**src/rtl/draw_rect_ctl_if.sv**
```systemverilog
// VGA pixel-stream bundle: timing counters, sync/blank strobes and 12-bit RGB.
// The in/out modports are the stage-facing views; master/slave are equivalent aliases.
interface vga_if;
    logic [10:0] vcount;
    logic        vsync;
    logic        vblnk;
    logic [10:0] hcount;
    logic        hsync;
    logic        hblnk;
    logic [11:0] rgb;

    modport in     (input  vcount, vsync, vblnk, hcount, hsync, hblnk, rgb);
    modport out    (output vcount, vsync, vblnk, hcount, hsync, hblnk, rgb);
    modport master (output vcount, vsync, vblnk, hcount, hsync, hblnk, rgb);
    modport slave  (input  vcount, vsync, vblnk, hcount, hsync, hblnk, rgb);
endinterface

```
**src/rtl/draw_rect_ctl.sv**
```systemverilog
// Pong paddle controller: latches/clamps both paddle Y values once per frame and overlays them.
// Optional macro DRAW_RECT_P2_COLOR_EN draws the player-2 paddle in green instead of RECT_COLOR.
module draw_rect_ctl #(
    parameter int unsigned x_fix_position_player_1 = 32,
    parameter int unsigned x_fix_position_player_2 = 972,
    parameter int unsigned width                   = 20,
    parameter int unsigned height                  = 100,
    parameter logic [11:0] RECT_COLOR              = 12'hF_F_F
) (
    input  logic        clk65MHz,
    input  logic        rst,
    input  logic [11:0] mouse_ypos,
    input  logic        screen_idle,
    input  logic        screen_single,
    input  logic [9:0]  input_pos,
    output logic [9:0]  output_pos,
    vga_if.in           draw_bg_if,
    vga_if.out          draw_rect_if
);

    localparam int unsigned V_ACTIVE = 768;

    localparam logic [11:0] Y_MAX    = 12'(V_ACTIVE - height);
    localparam logic [11:0] HEIGHT12 = 12'(height);
    localparam logic [11:0] X1_LO    = 12'(x_fix_position_player_1);
    localparam logic [11:0] X1_HI    = 12'(x_fix_position_player_1 + width);
    localparam logic [11:0] X2_LO    = 12'(x_fix_position_player_2);
    localparam logic [11:0] X2_HI    = 12'(x_fix_position_player_2 + width);
    localparam bit          HAS_WIDTH = (width != 0);

`ifdef DRAW_RECT_P2_COLOR_EN
    localparam logic [11:0] P2_COLOR = 12'h0_F_0;
`else
    localparam logic [11:0] P2_COLOR = RECT_COLOR;
`endif

    localparam logic [1:0] MODE_IDLE   = 2'd0;
    localparam logic [1:0] MODE_SINGLE = 2'd1;
    localparam logic [1:0] MODE_DUAL   = 2'd2;

    logic [9:0]  p1_y;
    logic [9:0]  p2_y;

    logic        frame_start_c;
    logic [9:0]  p1_clamp_c;
    logic [9:0]  p2_clamp_c;
    logic [11:0] hc_c;
    logic [11:0] vc_c;
    logic [11:0] p1_top_c;
    logic [11:0] p1_bot_c;
    logic [11:0] p2_top_c;
    logic [11:0] p2_bot_c;
    logic        in_p1_c;
    logic        in_p2_c;
    logic [1:0]  mode_c;
    logic [11:0] rgb_nxt_c;

    // Frame-start detect and clamping of the incoming paddle positions.
    always_comb begin
        frame_start_c = (draw_bg_if.vcount == 11'd0) && (draw_bg_if.hcount == 11'd0);
        p1_clamp_c    = (mouse_ypos >= Y_MAX) ? Y_MAX[9:0] : mouse_ypos[9:0];
        p2_clamp_c    = ({2'b00, input_pos} >= Y_MAX) ? Y_MAX[9:0] : input_pos;
    end

    // Hit tests against the frame-stable paddle positions, all in 12-bit unsigned.
    always_comb begin
        hc_c     = {1'b0, draw_bg_if.hcount};
        vc_c     = {1'b0, draw_bg_if.vcount};
        p1_top_c = {2'b00, p1_y};
        p1_bot_c = p1_top_c + HEIGHT12;
        p2_top_c = {2'b00, p2_y};
        p2_bot_c = p2_top_c + HEIGHT12;
        in_p1_c  = HAS_WIDTH && (hc_c >= X1_LO) && (hc_c < X1_HI)
                             && (vc_c >= p1_top_c) && (vc_c < p1_bot_c);
        in_p2_c  = HAS_WIDTH && (hc_c >= X2_LO) && (hc_c < X2_HI)
                             && (vc_c >= p2_top_c) && (vc_c < p2_bot_c);
    end

    // Mode decode (idle beats single) and pixel selection; blanking always passes rgb through.
    always_comb begin
        mode_c    = MODE_DUAL;
        rgb_nxt_c = draw_bg_if.rgb;
        if (screen_idle) begin
            mode_c = MODE_IDLE;
        end else if (screen_single) begin
            mode_c = MODE_SINGLE;
        end
        if (!draw_bg_if.hblnk && !draw_bg_if.vblnk) begin
            case (mode_c)
                MODE_SINGLE: begin
                    if (in_p1_c) rgb_nxt_c = RECT_COLOR;
                end
                MODE_DUAL: begin
                    if (in_p1_c)      rgb_nxt_c = RECT_COLOR;
                    else if (in_p2_c) rgb_nxt_c = P2_COLOR;
                end
                default: rgb_nxt_c = draw_bg_if.rgb;
            endcase
        end
    end

    // Per-frame position latch and the single-cycle output pipeline stage.
    always_ff @(posedge clk65MHz or negedge rst) begin
        if (!rst) begin
            p1_y                <= 10'd0;
            p2_y                <= 10'd0;
            output_pos          <= 10'd0;
            draw_rect_if.vcount <= 11'd0;
            draw_rect_if.vsync  <= 1'b0;
            draw_rect_if.vblnk  <= 1'b0;
            draw_rect_if.hcount <= 11'd0;
            draw_rect_if.hsync  <= 1'b0;
            draw_rect_if.hblnk  <= 1'b0;
            draw_rect_if.rgb    <= 12'd0;
        end else begin
            if (frame_start_c) begin
                p1_y <= p1_clamp_c;
                p2_y <= p2_clamp_c;
            end
            output_pos          <= p1_y;
            draw_rect_if.vcount <= draw_bg_if.vcount;
            draw_rect_if.vsync  <= draw_bg_if.vsync;
            draw_rect_if.vblnk  <= draw_bg_if.vblnk;
            draw_rect_if.hcount <= draw_bg_if.hcount;
            draw_rect_if.hsync  <= draw_bg_if.hsync;
            draw_rect_if.hblnk  <= draw_bg_if.hblnk;
            draw_rect_if.rgb    <= rgb_nxt_c;
        end
    end

endmodule

```
**src/flat_wrapper.sv**
```systemverilog
// flat-port wrapper written by rule: the top's interface ports become plain ports
module draw_rect_ctl_flat 
#(
    parameter int unsigned x_fix_position_player_1 = 32,
    parameter int unsigned x_fix_position_player_2 = 972,
    parameter int unsigned width                   = 20,
    parameter int unsigned height                  = 100,
    parameter logic [11:0] RECT_COLOR              = 12'hF_F_F
)
  (clk65MHz, rst, mouse_ypos, screen_idle, screen_single, input_pos, output_pos, draw_bg_if_vcount, draw_bg_if_vsync, draw_bg_if_vblnk, draw_bg_if_hcount, draw_bg_if_hsync, draw_bg_if_hblnk, draw_bg_if_rgb, draw_rect_if_vcount, draw_rect_if_vsync, draw_rect_if_vblnk, draw_rect_if_hcount, draw_rect_if_hsync, draw_rect_if_hblnk, draw_rect_if_rgb);
  vga_if draw_bg_if_i ();
  vga_if draw_rect_if_i ();
  input  logic clk65MHz;
  input  logic rst;
  input  logic [11:0] mouse_ypos;
  input  logic screen_idle;
  input  logic screen_single;
  input  logic [9:0] input_pos;
  output logic [9:0] output_pos;
  input wire logic [$bits(draw_bg_if_i.vcount)-1:0] draw_bg_if_vcount;
  input wire logic [$bits(draw_bg_if_i.vsync)-1:0] draw_bg_if_vsync;
  input wire logic [$bits(draw_bg_if_i.vblnk)-1:0] draw_bg_if_vblnk;
  input wire logic [$bits(draw_bg_if_i.hcount)-1:0] draw_bg_if_hcount;
  input wire logic [$bits(draw_bg_if_i.hsync)-1:0] draw_bg_if_hsync;
  input wire logic [$bits(draw_bg_if_i.hblnk)-1:0] draw_bg_if_hblnk;
  input wire logic [$bits(draw_bg_if_i.rgb)-1:0] draw_bg_if_rgb;
  output wire logic [$bits(draw_rect_if_i.vcount)-1:0] draw_rect_if_vcount;
  output wire logic [$bits(draw_rect_if_i.vsync)-1:0] draw_rect_if_vsync;
  output wire logic [$bits(draw_rect_if_i.vblnk)-1:0] draw_rect_if_vblnk;
  output wire logic [$bits(draw_rect_if_i.hcount)-1:0] draw_rect_if_hcount;
  output wire logic [$bits(draw_rect_if_i.hsync)-1:0] draw_rect_if_hsync;
  output wire logic [$bits(draw_rect_if_i.hblnk)-1:0] draw_rect_if_hblnk;
  output wire logic [$bits(draw_rect_if_i.rgb)-1:0] draw_rect_if_rgb;
  assign draw_bg_if_i.vcount = draw_bg_if_vcount;
  assign draw_bg_if_i.vsync = draw_bg_if_vsync;
  assign draw_bg_if_i.vblnk = draw_bg_if_vblnk;
  assign draw_bg_if_i.hcount = draw_bg_if_hcount;
  assign draw_bg_if_i.hsync = draw_bg_if_hsync;
  assign draw_bg_if_i.hblnk = draw_bg_if_hblnk;
  assign draw_bg_if_i.rgb = draw_bg_if_rgb;
  assign draw_rect_if_vcount = draw_rect_if_i.vcount;
  assign draw_rect_if_vsync = draw_rect_if_i.vsync;
  assign draw_rect_if_vblnk = draw_rect_if_i.vblnk;
  assign draw_rect_if_hcount = draw_rect_if_i.hcount;
  assign draw_rect_if_hsync = draw_rect_if_i.hsync;
  assign draw_rect_if_hblnk = draw_rect_if_i.hblnk;
  assign draw_rect_if_rgb = draw_rect_if_i.rgb;
  draw_rect_ctl #(.x_fix_position_player_1(x_fix_position_player_1), .x_fix_position_player_2(x_fix_position_player_2), .width(width), .height(height), .RECT_COLOR(RECT_COLOR)) u_core (.clk65MHz(clk65MHz), .rst(rst), .mouse_ypos(mouse_ypos), .screen_idle(screen_idle), .screen_single(screen_single), .input_pos(input_pos), .output_pos(output_pos), .draw_bg_if(draw_bg_if_i), .draw_rect_if(draw_rect_if_i));
endmodule
```
**config.mk**
```make
export PLATFORM = sky130hd
export DESIGN_NAME = draw_rect_ctl_flat
export DESIGN_NICKNAME = d
export VERILOG_FILES = /design/src/rtl/draw_rect_ctl_if.sv /design/src/rtl/draw_rect_ctl.sv /design/src/flat_wrapper.sv
export SDC_FILE = /design/constraint.sdc
export NUM_CORES = 1
export LEC_CHECK = 0
export ABC_AREA = 0
export ABC_CLOCK_PERIOD_IN_PS = 2700
export BUFFER_PORTS_ARGS = -buffer_cell sky130_fd_sc_hd__buf_4
export CORE_AREA = 2 2 88 90
export CTS_CLUSTER_DIAMETER = 60
export DETAILED_ROUTE_END_ITERATION = 8
export DIE_AREA = 0 0 90 92
export PLACE_DENSITY = 0.75
export SLEW_MARGIN = 20
export SYNTH_ARGS = -nofsm -noshare
export SYNTH_HDL_FRONTEND = slang
export SYNTH_SLANG_ARGS = --single-unit
```
**constraint.sdc**
```tcl
create_clock -name clk65MHz -period 2.7 [get_ports clk65MHz]
set_clock_uncertainty 0.1 [all_clocks]
set_input_delay 0.675 -clock clk65MHz [delete_from_list [all_inputs] [get_ports clk65MHz]]
set_output_delay 0.675 -clock clk65MHz [all_outputs]
set_load 0.01 [all_outputs]
```
### Yosys cells after proc, flatten, opt, wreduce, memory -nomap -nowiden

Index checks and enable logic that the tools add are counted.

| word-level totals | value |
|---|---|
| register bits | 68 |
| bits of input ports | 64 |
| output and inout port bits | 48 |
| logic and storage cells | 45 |

| cells by class | value |
|---|---|
| $add $sub $neg | 2 |
| magnitude comparators | 10 |
| equality and inequality tests | 2 |
| muxes and demuxes | 9 |
| reduce and logical (&&, ||, !) cells | 12 |

Operators by type and width:

| cell | count |
|---|---|
| $mux W12 | 4 |
| $lt A11 B12 Y1 | 2 |
| $pmux W12 S2 | 1 |
| $add A10 B7 Y11 const B | 2 |
| $ge A11 B10 Y1 | 2 |
| $logic_not A11 Y1 | 2 |
| $mux W10 | 2 |
| $ge A12 B10 Y1 const B | 1 |
| $ge A11 B10 Y1 const B | 1 |
| $ge A11 B6 Y1 const B | 1 |
| $lt A11 B10 Y1 const B | 1 |
| $lt A11 B6 Y1 const B | 1 |
| $ge A10 B10 Y1 const B | 1 |
| $logic_and A1 B1 Y1 | 8 |
| $mux W2 | 2 |
| $eq A2 B1 Y1 const B | 1 |
| $eq A2 B2 Y1 const B | 1 |
| $logic_not A1 Y1 | 2 |

### Logic depth before layout (Yosys ltp)

Gate-level depths: netlist of run 1.

| depth | value |
|---|---|
| depth after elaboration | 8 |
| gate-level depth with buffers | 11 |
| mapped depth without buffers | 10 |

### Worst setup path after synthesis of run 1

Ideal clock, no wire load.

| timing path | value |
|---|---|
| path type | register to register |
| start point | reg u_core.p2_y[2] |
| end point | reg u_core.draw_rect_if.rgb[10] |
| setup time | 0.131 ns |
| arrival time | 2.446 ns |
| required time | 2.469 ns |
| setup slack | 0.023 ns |
| stages on the path, launching flop included | 12 |
| buffers on the path | 1 |
| period minus slack after synthesis | 2.677 ns |
| cell sequence | dfrtp_1 -> ha_1 -> a21oi_1 -> nand2_1 -> nand2_1 -> xnor2_1 -> ha_1 -> nand3_1 -> or3_1 -> o2111a_1 -> buf_2 -> or3_1 |

| on the way | value |
|---|---|
| longest elaborated chain between the ends | 7 |
| elaborated cells between the ends (all ways) | 9 |
| classes of those cells | add/sub: 1; order compare: 2; mux: 4; reduce/logical: 2 |

RTL lines:

| what | RTL line | RTL |
|---|---|---|
| from (decl) | draw_rect_ctl.sv:42 | `logic [9:0] p2_y;` |
| from (signal assigned) | draw_rect_ctl.sv:118 | `p2_y <= p2_clamp_c;` |
| $add A10 B7 Y11 or $ge A11 B10 Y1 (tied branches) | draw_rect_ctl.sv:72, draw_rect_ctl.sv:76 |  |
| $lt A11 B12 Y1 or $logic_and A1 B1 Y1 (tied branches) | draw_rect_ctl.sv:76 | `&& (vc_c >= p2_top_c) && (vc_c < p2_bot_c);` |
| $logic_and A1 B1 Y1 (*) | draw_rect_ctl.sv:76 |  |
| $mux W12 (*) | draw_rect_ctl.sv:95 | `else if (in_p2_c) rgb_nxt_c = P2_COLOR;` |
| $mux W12 (*) | draw_rect_ctl.sv:94 | `if (in_p1_c) rgb_nxt_c = RECT_COLOR;` |
| $pmux W12 S2 (*) | draw_rect_ctl.sv:89 | `case (mode_c)` |
| $mux W12 (*) | draw_rect_ctl.sv:88 | `if (!draw_bg_if.hblnk && !draw_bg_if.vblnk) begin` |
| named net u_core.rgb_nxt_c[10] | draw_rect_ctl.sv:56 | `logic [11:0] rgb_nxt_c;` |
| to (signal assigned) | draw_rect_ctl.sv:127 | `draw_rect_if.rgb <= rgb_nxt_c;` |
| to (decl) | draw_rect_ctl_if.sv:13 | `modport out (output vcount, vsync, vblnk, hcount, hsync, hblnk, rgb);` |

Mark *: on every way through the listed nets, which the timed path passes. The rest lies on a longest branch.
A chain may end at the register's enable or synchronous reset.

### Final worst setup path of run 1

| timing path | value |
|---|---|
| start point | reg u_core.p2_y[5] |
| end point | reg u_core.draw_rect_if.rgb[4] |

The elaborated chain is that of the path after synthesis.

==> results.sh, run 1 <==
export IMPL_clk_latency_ns=0.35
export IMPL_drive_above_1_share=0.429
export IMPL_rows=32
export IMPL_grt_antenna_before_repair=0
export IMPL_grt_start_max_net_pins=69
export IMPL_drc=0
export IMPL_path_clk_slew_ns=0.08
export IMPL_core_um2=7450
export IMPL_ys_top_cells_by_area="dfrtp_1 (53%), ha_1 (15%), a21oi_1 (3.6%)"
export IMPL_power_density_nw_per_um2=477
export IMPL_synth_top_family_by_area="adder cells"
export IMPL_yosys_area_top_type="dfrtp_1"
export IMPL_yosys_area_share_xor_xnor=0.0324
export IMPL_design_area_um2=4840
export IMPL_cpPeakStageDelay_ns=0.40
export IMPL_die_h_um=92
export IMPL_io_pins=112
export IMPL_ff2ff_setup_slack_ns=0.06
export IMPL_hold_end="u_core.output_pos[1]"
export IMPL_grt_pass1_wl_um=13600
export IMPL_routabilityCongestion=0.884
export IMPL_cts_tree="built"
export IMPL_yosysSeqAreaShare=0.525
export IMPL_overflow=0
export IMPL_slew_violations=0
export IMPL_netlist_cell_type_count=40
export IMPL_avgSynthCellArea_um2=11.6
export IMPL_hp_start="u_core.p1_y[1]"
export IMPL_cp_max_fo=6
export IMPL_worstPathArrival_ns=2.77
export IMPL_tightestPinTransition_ns=0.816
export IMPL_nets=540
export IMPL_outcome="completed"
export IMPL_maxCapViolCount=0
export IMPL_die_area_um2=8280
export IMPL_synthTopCellsByCount="dfrtp_1 (68), ha_1 (40), inv_1 (25)"
export IMPL_track_usage=0.213
export IMPL_port_buffers=111
export IMPL_syn_area_um2=3240
export IMPL_placed_cell_area_um2=4410
export IMPL_synthSimpleGateAreaFrac=0.122
export IMPL_synth_top_flop_cell="dfrtp_1"
export IMPL_fin_crit_sh=0.979
export IMPL_async_reset_ff_frac=1.00
export IMPL_die_w_um=90
export IMPL_hold_path_class="flip-flop to flip-flop"
export IMPL_reg2reg_to="u_core.draw_rect_if.rgb[4]"
export IMPL_slew_headroom=0.456
export IMPL_ys_seq_elements=68
export IMPL_path_buf_inv=1
export IMPL_required_ns=2.83
export IMPL_start_util=0.435
export IMPL_worstSetupPathType="flip-flop to flip-flop"
export IMPL_synth_compound_area_share=0.131
export IMPL_worstPathCellList="inv_1 > and3_4 > nor3_4 > xnor2_1 > ha_1 > nand3_2 > or3_4 > o2111a_2 > or3_1"
export IMPL_cp_slowest_cell="dfrtp_2"
export IMPL_syn2layout_area_growth_pct=49.5
export IMPL_grt_pass1_vias=2745
export IMPL_h_tree_depth=3
export IMPL_final_hold_viol_count=0
export IMPL_via_per_inst=5.23
export IMPL_setup_viol=0
export IMPL_syn_inst=280
export IMPL_fill_cells=602
export IMPL_regToRegStartpoint="u_core.p2_y[5]"
export IMPL_cts_root_buf="clkbuf_8"
export IMPL_cp_top_family="simple AND/OR/NAND/NOR gates"
export IMPL_place_detailed_hpwl_um=6530
export IMPL_ir_drop_mv=0.261
export IMPL_fin_hold_ws_ns=0.314
export IMPL_startpoint_type="flip-flop"
export IMPL_drtAntennaViolNets=0
export IMPL_via_count=2842
export IMPL_drt_wl_total_um=8980
export IMPL_min_period_ns=2.64
export IMPL_ys_warn_count=0
export IMPL_hold_depth=0
export IMPL_drt_iter0_drc=103
export IMPL_first_pass_iters=4
export IMPL_rsz0062_at_grt="true"
export IMPL_synth_top_cell_area_share=0.525
export IMPL_wl_per_cell_um=16.5
export IMPL_num_antenna_cells=0
export IMPL_cts_sinks=68
export IMPL_p_leak_nw=2.36
export IMPL_end_kind="flip-flop"
export IMPL_synth_most_common_cell="dfrtp_1"
export IMPL_syn_nets=384
export IMPL_clk_path_buf_depth=2
export IMPL_cts_buffers_inserted=9
export IMPL_fmax_mhz=378
export IMPL_synth_area_mux_share=0
export IMPL_synth_edf_count=0
export IMPL_synthAdderAreaFrac=0.154
export IMPL_r2r_cells=9
[power breakdown]
group | internal, W | switching [W]
Sequential | 0.00105 | 0.00000832
Combinational | 0.000146 | 0.000133
Clock | 0.000572 | 0.000403
[cell type report]
type	count	area, um2	share of cell area
Sequential cell	68	1700	0.352
Multi-Input combinational cell	183	1570	0.323
Timing Repair Buffer	149	1120	0.231
Clock buffer	11	151	0.0313
Tap cell	102	128	0.0263
Inverter	25	93.8	0.0194
Clock inverter	5	83.8	0.0173
[per-layer routing]
metal / vias to the layer above / GRT usage / wire, um
met5: - / 0 / 0
met4: 0 / 0.0769 / 206
met3: 12 / 0.0624 / 658
met2: 129 / 0.357 / 4460
met1: 1368 / 0.262 / 3650
li1: 1333 / - / -
[state kept, by name (all words and copies together) (netlist names)]
name,flops
u_core.draw_rect_if.hblnk,1
u_core.p2_y,10
u_core.p1_y,10
u_core.draw_rect_if.hcount,11
u_core.output_pos,10
u_core.draw_rect_if.rgb,12
u_core.draw_rect_if.vcount,11
u_core.draw_rect_if.vsync,1
u_core.draw_rect_if.hsync,1
u_core.draw_rect_if.vblnk,1
[repair_timing]
item	4_1_cts	5_1_grt
pin swaps	1	18
gates resized for setup	5	21
buffers inserted	1	6
cloned	0	1
hold buffers	0	0
setup endpoints to repair	12	12
[cell families after synthesis]
group                    Yosys count
AND/OR/NAND/NOR                   68
flip-flops                        68
AO/OA/AOI/OAI                     62
adder cells (fa/ha/maj)           40
buffers and inverters             30
XOR/XNOR                          12
[cell usage in the layout (no fill, tap or decap), drive strengths merged, types with 3 or more instances in the layout]
master and instances:
a211oi 3, a21o 4, a21oi 23, a22o 9, a2bb2oi 4, buf 149, clkbuf 11, dfrtp 68
ha 40, inv 25, nand2 14, nand3 7, nand4 5, nor2 7, nor3 3, nor4 5
o21ai 9, or3 13, or4 4, xnor2 12
[stage by stage]
stage	setup TNS, ns	total power, W	worst slack (ns)	util	cells
global route	-0.0614	0.00239	-0.0372	0.650	543
floorplan	0	0.00115	0.0231	-	280
detailed placement	-6.29	0.00134	-0.382	0.592	519
CTS	0	0.00231	0.00137	0.628	536
finish	0	0.00231	0.0556	0.650	543
global placement	-5.91	0.00133	-0.307	0.592	519
[worst max path at each step]
stage               depth (start not counted)                  from                     endpoint
floorplan                                  11        u_core.p2_y[2]  u_core.draw_rect_if.rgb[10]
global route                                9        u_core.p2_y[2]   u_core.draw_rect_if.rgb[4]
finish                                      9        u_core.p2_y[5]   u_core.draw_rect_if.rgb[4]
CTS                                        10        u_core.p2_y[2]   u_core.draw_rect_if.rgb[4]
detailed placement                          8  draw_bg_if_vcount[6]  u_core.draw_rect_if.rgb[10]
global placement                            8  draw_bg_if_vcount[4]   u_core.draw_rect_if.rgb[7]
Note: power is estimated with default switching activity, not from simulation.
==> inputs of run 2 (changes only) <==
--- a/config.mk
+++ b/config.mk
@@ -8,11 +8,13 @@
 export ABC_AREA = 0
 export ABC_CLOCK_PERIOD_IN_PS = 2700
 export BUFFER_PORTS_ARGS = -buffer_cell sky130_fd_sc_hd__buf_4
-export CORE_AREA = 2 2 88 90
+export CELL_PAD_IN_SITES_DETAIL_PLACEMENT = 0
+export CELL_PAD_IN_SITES_GLOBAL_PLACEMENT = 1
+export CORE_AREA = 2 2 100 102
 export CTS_CLUSTER_DIAMETER = 60
 export DETAILED_ROUTE_END_ITERATION = 8
-export DIE_AREA = 0 0 90 92
-export PLACE_DENSITY = 0.75
+export DIE_AREA = 0 0 102 104
+export PLACE_DENSITY_LB_ADDON = 0.1
 export SLEW_MARGIN = 20
 export SYNTH_ARGS = -nofsm -noshare
 export SYNTH_HDL_FRONTEND = slang
==> results.sh, run 2 (same netlist as run 1, synthesis figures left out) <==
export IMPL_placed_cell_area_um2=4480
export IMPL_power_density_nw_per_um2=447
export IMPL_cts_hold_buf=0
export IMPL_required_ns=2.83
export IMPL_clk_path_buf_depth=2
export IMPL_pwr_share_comb=0.130
export IMPL_power_switching_w=0.000577
export IMPL_worstSetupPathType="flip-flop to flip-flop"
export IMPL_slew_violations=0
export IMPL_cts_tree="built"
export IMPL_worstPathArrival_ns=2.78
export IMPL_die_h_um=104
export IMPL_via_per_inst=4.71
export IMPL_nets=535
export IMPL_place_detailed_hpwl_um=6370
export IMPL_ir_drop_mv=0.228
export IMPL_design_area_um2=4740
export IMPL_startpoint_type="flip-flop"
export IMPL_routabilityCongestion=0.810
export IMPL_wl_per_cell_um=15.3
export IMPL_grt_pass1_vias=2624
export IMPL_drt_wl_total_um=8700
export IMPL_slew_headroom=0.430
export IMPL_setup_viol=0
export IMPL_hold_path_class="primary input to async pin"
export IMPL_outcome="completed"
export IMPL_io_pins=112
export IMPL_rows=36
export IMPL_fmax_mhz=377
export IMPL_die_area_um2=10600
export IMPL_start_util=0.339
export IMPL_p_leak_nw=2.30
export IMPL_regMostFlops="u_core.draw_rect_if.rgb"
export IMPL_final_hold_viol_count=0
export IMPL_p_sw_frac=0.273
export IMPL_regToRegStartpoint="u_core.p2_y[2]"
export IMPL_drtAntennaViolNets=0
export IMPL_cts_root_buf="clkbuf_8"
export IMPL_grt_start_max_net_pins=69
export IMPL_tightestPinTransition_ns=0.855
export IMPL_syn2layout_area_growth_pct=46.2
export IMPL_track_usage=0.168
export IMPL_cts_buffers_inserted=9
export IMPL_final_cell_mix="buf_4 (142), dfrtp_1 (68), ha_1 (39), inv_1 (25), a21oi_1 (22)"
export IMPL_die_w_um=102
export IMPL_largest_register_ffs=12
export IMPL_grt_antenna_before_repair=0
export IMPL_num_antenna_cells=0
export IMPL_end_kind="flip-flop"
export IMPL_drt_iter0_drc=51
export IMPL_path_clk_slew_ns=0.09
export IMPL_p_int_w=0.00154
export IMPL_layout_commonest_cell="buf_4"
export IMPL_p_clk_frac=0.372
export IMPL_fin_crit_sh=0.983
export IMPL_drive_above_1_share=0.399
export IMPL_rsz0062_at_grt="true"
export IMPL_cp_startpoint="u_core.p2_y[2]"
export IMPL_grt_pass1_wl_um=13500
export IMPL_cts_sinks=68
export IMPL_top_regs="u_core.draw_rect_if.rgb: 12 flops, u_core.draw_rect_if.hcount: 11 flops, u_core.draw_rect_if.vcount: 11 flops"
export IMPL_cp_max_fo=6
export IMPL_drc=0
export IMPL_core_um2=9550
export IMPL_clk_latency_ns=0.35
export IMPL_h_tree_depth=3
export IMPL_tns_ns=0
export IMPL_first_pass_iters=4
export IMPL_overflow=0
export IMPL_p_seq_frac=0.498
export IMPL_via_count=2680
export IMPL_port_buffers=111
export IMPL_maxCapViolCount=0
export IMPL_min_period_ns=2.65
[run 2: cell types whose count changed in the layout (fill, tap and decap cells not counted), moves of 2 or more]
cell       delta
nand2_2       -2
buf_4         -7
clkbuf_8      -2
a21oi_4       -2
buf_12        +2
inv_6         +3
nand2_1       +2
bufinv_16     -2
a21oi_1       +2
[run 2: final timing paths]
kind | to | slack (ns) | cells after the start
worst min register to register | u_core.output_pos[0] | 0.32 | 0
worst max register to register | u_core.draw_rect_if.rgb[5] | 0.05 | 10
min in group clk65MHz | u_core.output_pos[0] | 0.32 | 0
max in group asynchronous | u_core.draw_rect_if.vcount[6] | 1.61 | 1
worst max-delay path | u_core.draw_rect_if.rgb[5] | 0.05 | 10
worst min-delay path | u_core.draw_rect_if.rgb[1] | 0.31 | 1
[run 2: worst max-delay path, cell delays in order, from the launching register on]
cell and delay [ns]:
dfrtp_1 0.40, ha_2 0.20, a21oi_2 0.15, nand2_1 0.10
nand2_1 0.09, xnor2_1 0.07, ha_1 0.29, nand3_2 0.06
or3_4 0.36, o2111a_2 0.32, or3_1 0.38
[run 2: cell type report]
cell class,instances,area (um2)
fillers,910,4810
flip-flops and latches,68,1700
multi-input cells,183,1490
repair buffers,144,1110
well taps,133,166
clock buffers,9,124
inverters,25,93.8
clock inverters,7,57.6
[run 2: layer usage]
metal	share of wire	up-vias	global-route usage	routed length [um]
li1	-	1320	-	-
met4	0.014	0	0.0629	122
met2	0.46	100	0.256	3980
met1	0.46	1251	0.231	3990
met5	0	-	0	0
met3	0.070	9	0.0417	606
[run 2: timing repair]
| action | in CTS | in global routing |
|---|---|---|
| setup buffers | 1 | 0 |
| setup endpoints to repair | 12 | 12 |
| cloned | 1 | 0 |
| gates resized for setup | 7 | 5 |
| pin swaps | 2 | 6 |
[run 2: stage by stage]
stage	utilization	setup WS (ns)	total power [W]	hold slack, ns	instances
6_report	0.496	0.0458	0.00212	0.315	569
5_1_grt	0.496	-0.0328	0.00222	0.308	569
4_1_cts	0.494	0.0360	0.00215	0.313	569
3_5_place_dp	0.469	-0.213	0.00135	0.303	551
3_3_place_gp	0.469	-0.133	0.00134	0.299	551
2_1_floorplan	-	0.0231	0.00115	0.274	280
[run 2: power by group through the flow]
stage / combinational (W) / sequential (W) / clock, W
final: 0.000274 / 0.00105 / 0.000788
after CTS: 0.000277 / 0.00105 / 0.000814
after detailed placement: 0.000271 / 0.00107 / 0
after global placement: 0.000269 / 0.00107 / 0
after global routing: 0.000305 / 0.00106 / 0.000861
after floorplan: 0.0000597 / 0.00109 / 0
==> inputs of run 3 (changes only) <==
--- a/config.mk
+++ b/config.mk
@@ -10,10 +10,10 @@
 export BUFFER_PORTS_ARGS = -buffer_cell sky130_fd_sc_hd__buf_4
 export CELL_PAD_IN_SITES_DETAIL_PLACEMENT = 0
 export CELL_PAD_IN_SITES_GLOBAL_PLACEMENT = 1
-export CORE_AREA = 2 2 100 102
+export CORE_AREA = 2 2 82 123
 export CTS_CLUSTER_DIAMETER = 60
 export DETAILED_ROUTE_END_ITERATION = 8
-export DIE_AREA = 0 0 102 104
+export DIE_AREA = 0 0 84 125
 export PLACE_DENSITY_LB_ADDON = 0.1
 export SLEW_MARGIN = 20
 export SYNTH_ARGS = -nofsm -noshare
==> results.sh, run 3 (same netlist as run 1, synthesis figures left out) <==
export IMPL_outcome="completed"
export IMPL_power_total_w=0.00249
export IMPL_start_util=0.340
export IMPL_grt_pass1_wl_um=14300
export IMPL_drt_wl_total_um=8870
export IMPL_clk_latency_ns=0.34
export IMPL_hold_path_class="flip-flop to flip-flop"
export IMPL_die_w_um=84
export IMPL_path_clk_slew_ns=0.06
export IMPL_worstPathArrival_ns=2.75
export IMPL_top_regs="u_core.draw_rect_if.rgb: 12 flops, u_core.draw_rect_if.hcount: 11 flops, u_core.draw_rect_if.vcount: 11 flops"
export IMPL_fill_cells=910
export IMPL_worstSetupPathType="flip-flop to flip-flop"
export IMPL_slew_headroom=0.434
export IMPL_min_period_ns=2.64
export IMPL_grt_start_max_net_pins=69
export IMPL_track_usage=0.178
export IMPL_rsz0062_at_grt="true"
export IMPL_clk_path_buf_depth=2
export IMPL_seq_area_um2=1700
export IMPL_required_ns=2.81
export IMPL_multi_input_area_um2=1520
export IMPL_tightestPinTransition_ns=0.849
export IMPL_die_area_um2=10500
export IMPL_routabilityCongestion=0.753
export IMPL_setup_viol=0
export IMPL_syn2layout_area_growth_pct=51.9
export IMPL_cts_tree="built"
export IMPL_slew_violations=0
export IMPL_fin_util=0.517
export IMPL_nets=547
export IMPL_maxCapViolCount=0
export IMPL_die_h_um=125
export IMPL_cp_max_fo=6
export IMPL_end_kind="flip-flop"
export IMPL_core_um2=9520
export IMPL_ir_drop_mv=0.321
export IMPL_drt_iter0_drc=54
export IMPL_via_count=2755
export IMPL_h_tree_depth=3
export IMPL_regMostFlops="u_core.draw_rect_if.rgb"
export IMPL_num_antenna_cells=0
export IMPL_first_pass_iters=4
export IMPL_wl_per_cell_um=15.7
export IMPL_drtAntennaViolNets=0
export IMPL_cts_sinks=68
export IMPL_p_leak_nw=2.42
export IMPL_power_density_nw_per_um2=507
export IMPL_place_detailed_hpwl_um=6890
export IMPL_largest_register_ffs=12
export IMPL_io_pins=112
export IMPL_drive_above_1_share=0.420
export IMPL_fin_crit_sh=0.976
export IMPL_final_hold_viol_count=0
export IMPL_overflow=0
export IMPL_grt_pass1_vias=2873
export IMPL_drc=0
export IMPL_final_cell_mix="buf_4 (156), dfrtp_1 (68), ha_1 (39), inv_1 (25), a21oi_1 (22)"
export IMPL_rows=44
export IMPL_startpoint_type="flip-flop"
export IMPL_cts_buffers_inserted=9
export IMPL_grt_antenna_before_repair=0
export IMPL_port_buffers=111
export IMPL_fmax_mhz=379
export IMPL_layout_commonest_cell="buf_4"
export IMPL_via_per_inst=4.89
export IMPL_cts_root_buf="clkbuf_16"
[run 3: cell types whose count changed in the layout (fill, tap and decap cells not counted), sizes merged]
cell,before,now
clkinvlp,2,0
clkbuf,9,12
inv,29,25
clkinv,1,3
bufinv,0,1
buf,144,156
[run 3: per-stage QoR]
stage               worst slack (ns)  hold WS [ns]  cell area (um2)  TNS [ns]  std cells
floorplan                     0.0231         0.274             3240         0        280
global placement              -0.399         0.298             4530     -7.17        545
detailed placement            -0.532         0.296             4530     -8.26        545
CTS                          0.00565         0.314             4890         0        563
global route                 -0.0295         0.332             4920    -0.186        563
finish                        0.0643         0.313             4920         0        563
[run 3: layer usage]
| layer | vias to the layer above | track usage | wire length [um] |
|---|---|---|---|
| met5 | - | 0 | 0 |
| met4 | 0 | 0.0712 | 176 |
| met3 | 12 | 0.0422 | 483 |
| met2 | 80 | 0.319 | 4750 |
| met1 | 1321 | 0.202 | 3460 |
| li1 | 1342 | - | - |
[run 3: worst paths after layout]
| path | slack [ns] | depth (start not counted) | start | end |
|---|---|---|---|---|
| max in group asynchronous | 1.59 | 1 | rst | u_core.p2_y[2] |
| worst max register to register | 0.06 | 9 | u_core.p2_y[2] | u_core.draw_rect_if.rgb[1] |
| worst max-delay path | 0.06 | 9 | u_core.p2_y[2] | u_core.draw_rect_if.rgb[1] |
| worst min-delay path | 0.31 | 0 | u_core.p1_y[1] | u_core.output_pos[1] |
| min in group asynchronous | 0.34 | 1 | rst | u_core.draw_rect_if.rgb[10] |
| worst min register to register | 0.31 | 0 | u_core.p1_y[1] | u_core.output_pos[1] |
[run 3: report_power, final]
group / internal (W) / switching [W] / leakage (nW)
sequential: 0.00105 / 0.00000778 / 0.789
combinational: 0.000146 / 0.000129 / 1.48
clock: 0.000738 / 0.000423 / 0.147
total: 0.00193 / 0.000560 / 2.42
[run 3: timing repair]
action | 4_1_cts | 5_1_grt
cloned | 1 | 0
pin swaps | 2 | 8
hold buffers | 0 | 0
buffers inserted | 1 | 0
gates resized for setup | 10 | 7
endpoints found under the setup margin | 12 | 14
[run 3: area by class of cell]
type	count	share of cell area
Tap cell	115	0.0292
Timing Repair Buffer	156	0.238
Clock buffer	12	0.0501
Multi-Input combinational cell	183	0.308
Clock inverter	4	0.00992
Inverter	25	0.0191
Sequential cell	68	0.346
[run 3: critical path, stage by stage, from the launching register on]
cell      delay (ns)
dfrtp_1         0.38
nand3_1         0.12
and3_1          0.23
buf_4           0.14
xnor2_1         0.11
ha_1            0.29
nand2_1         0.07
or3_4           0.38
o2111a_2        0.31
or3_1           0.38
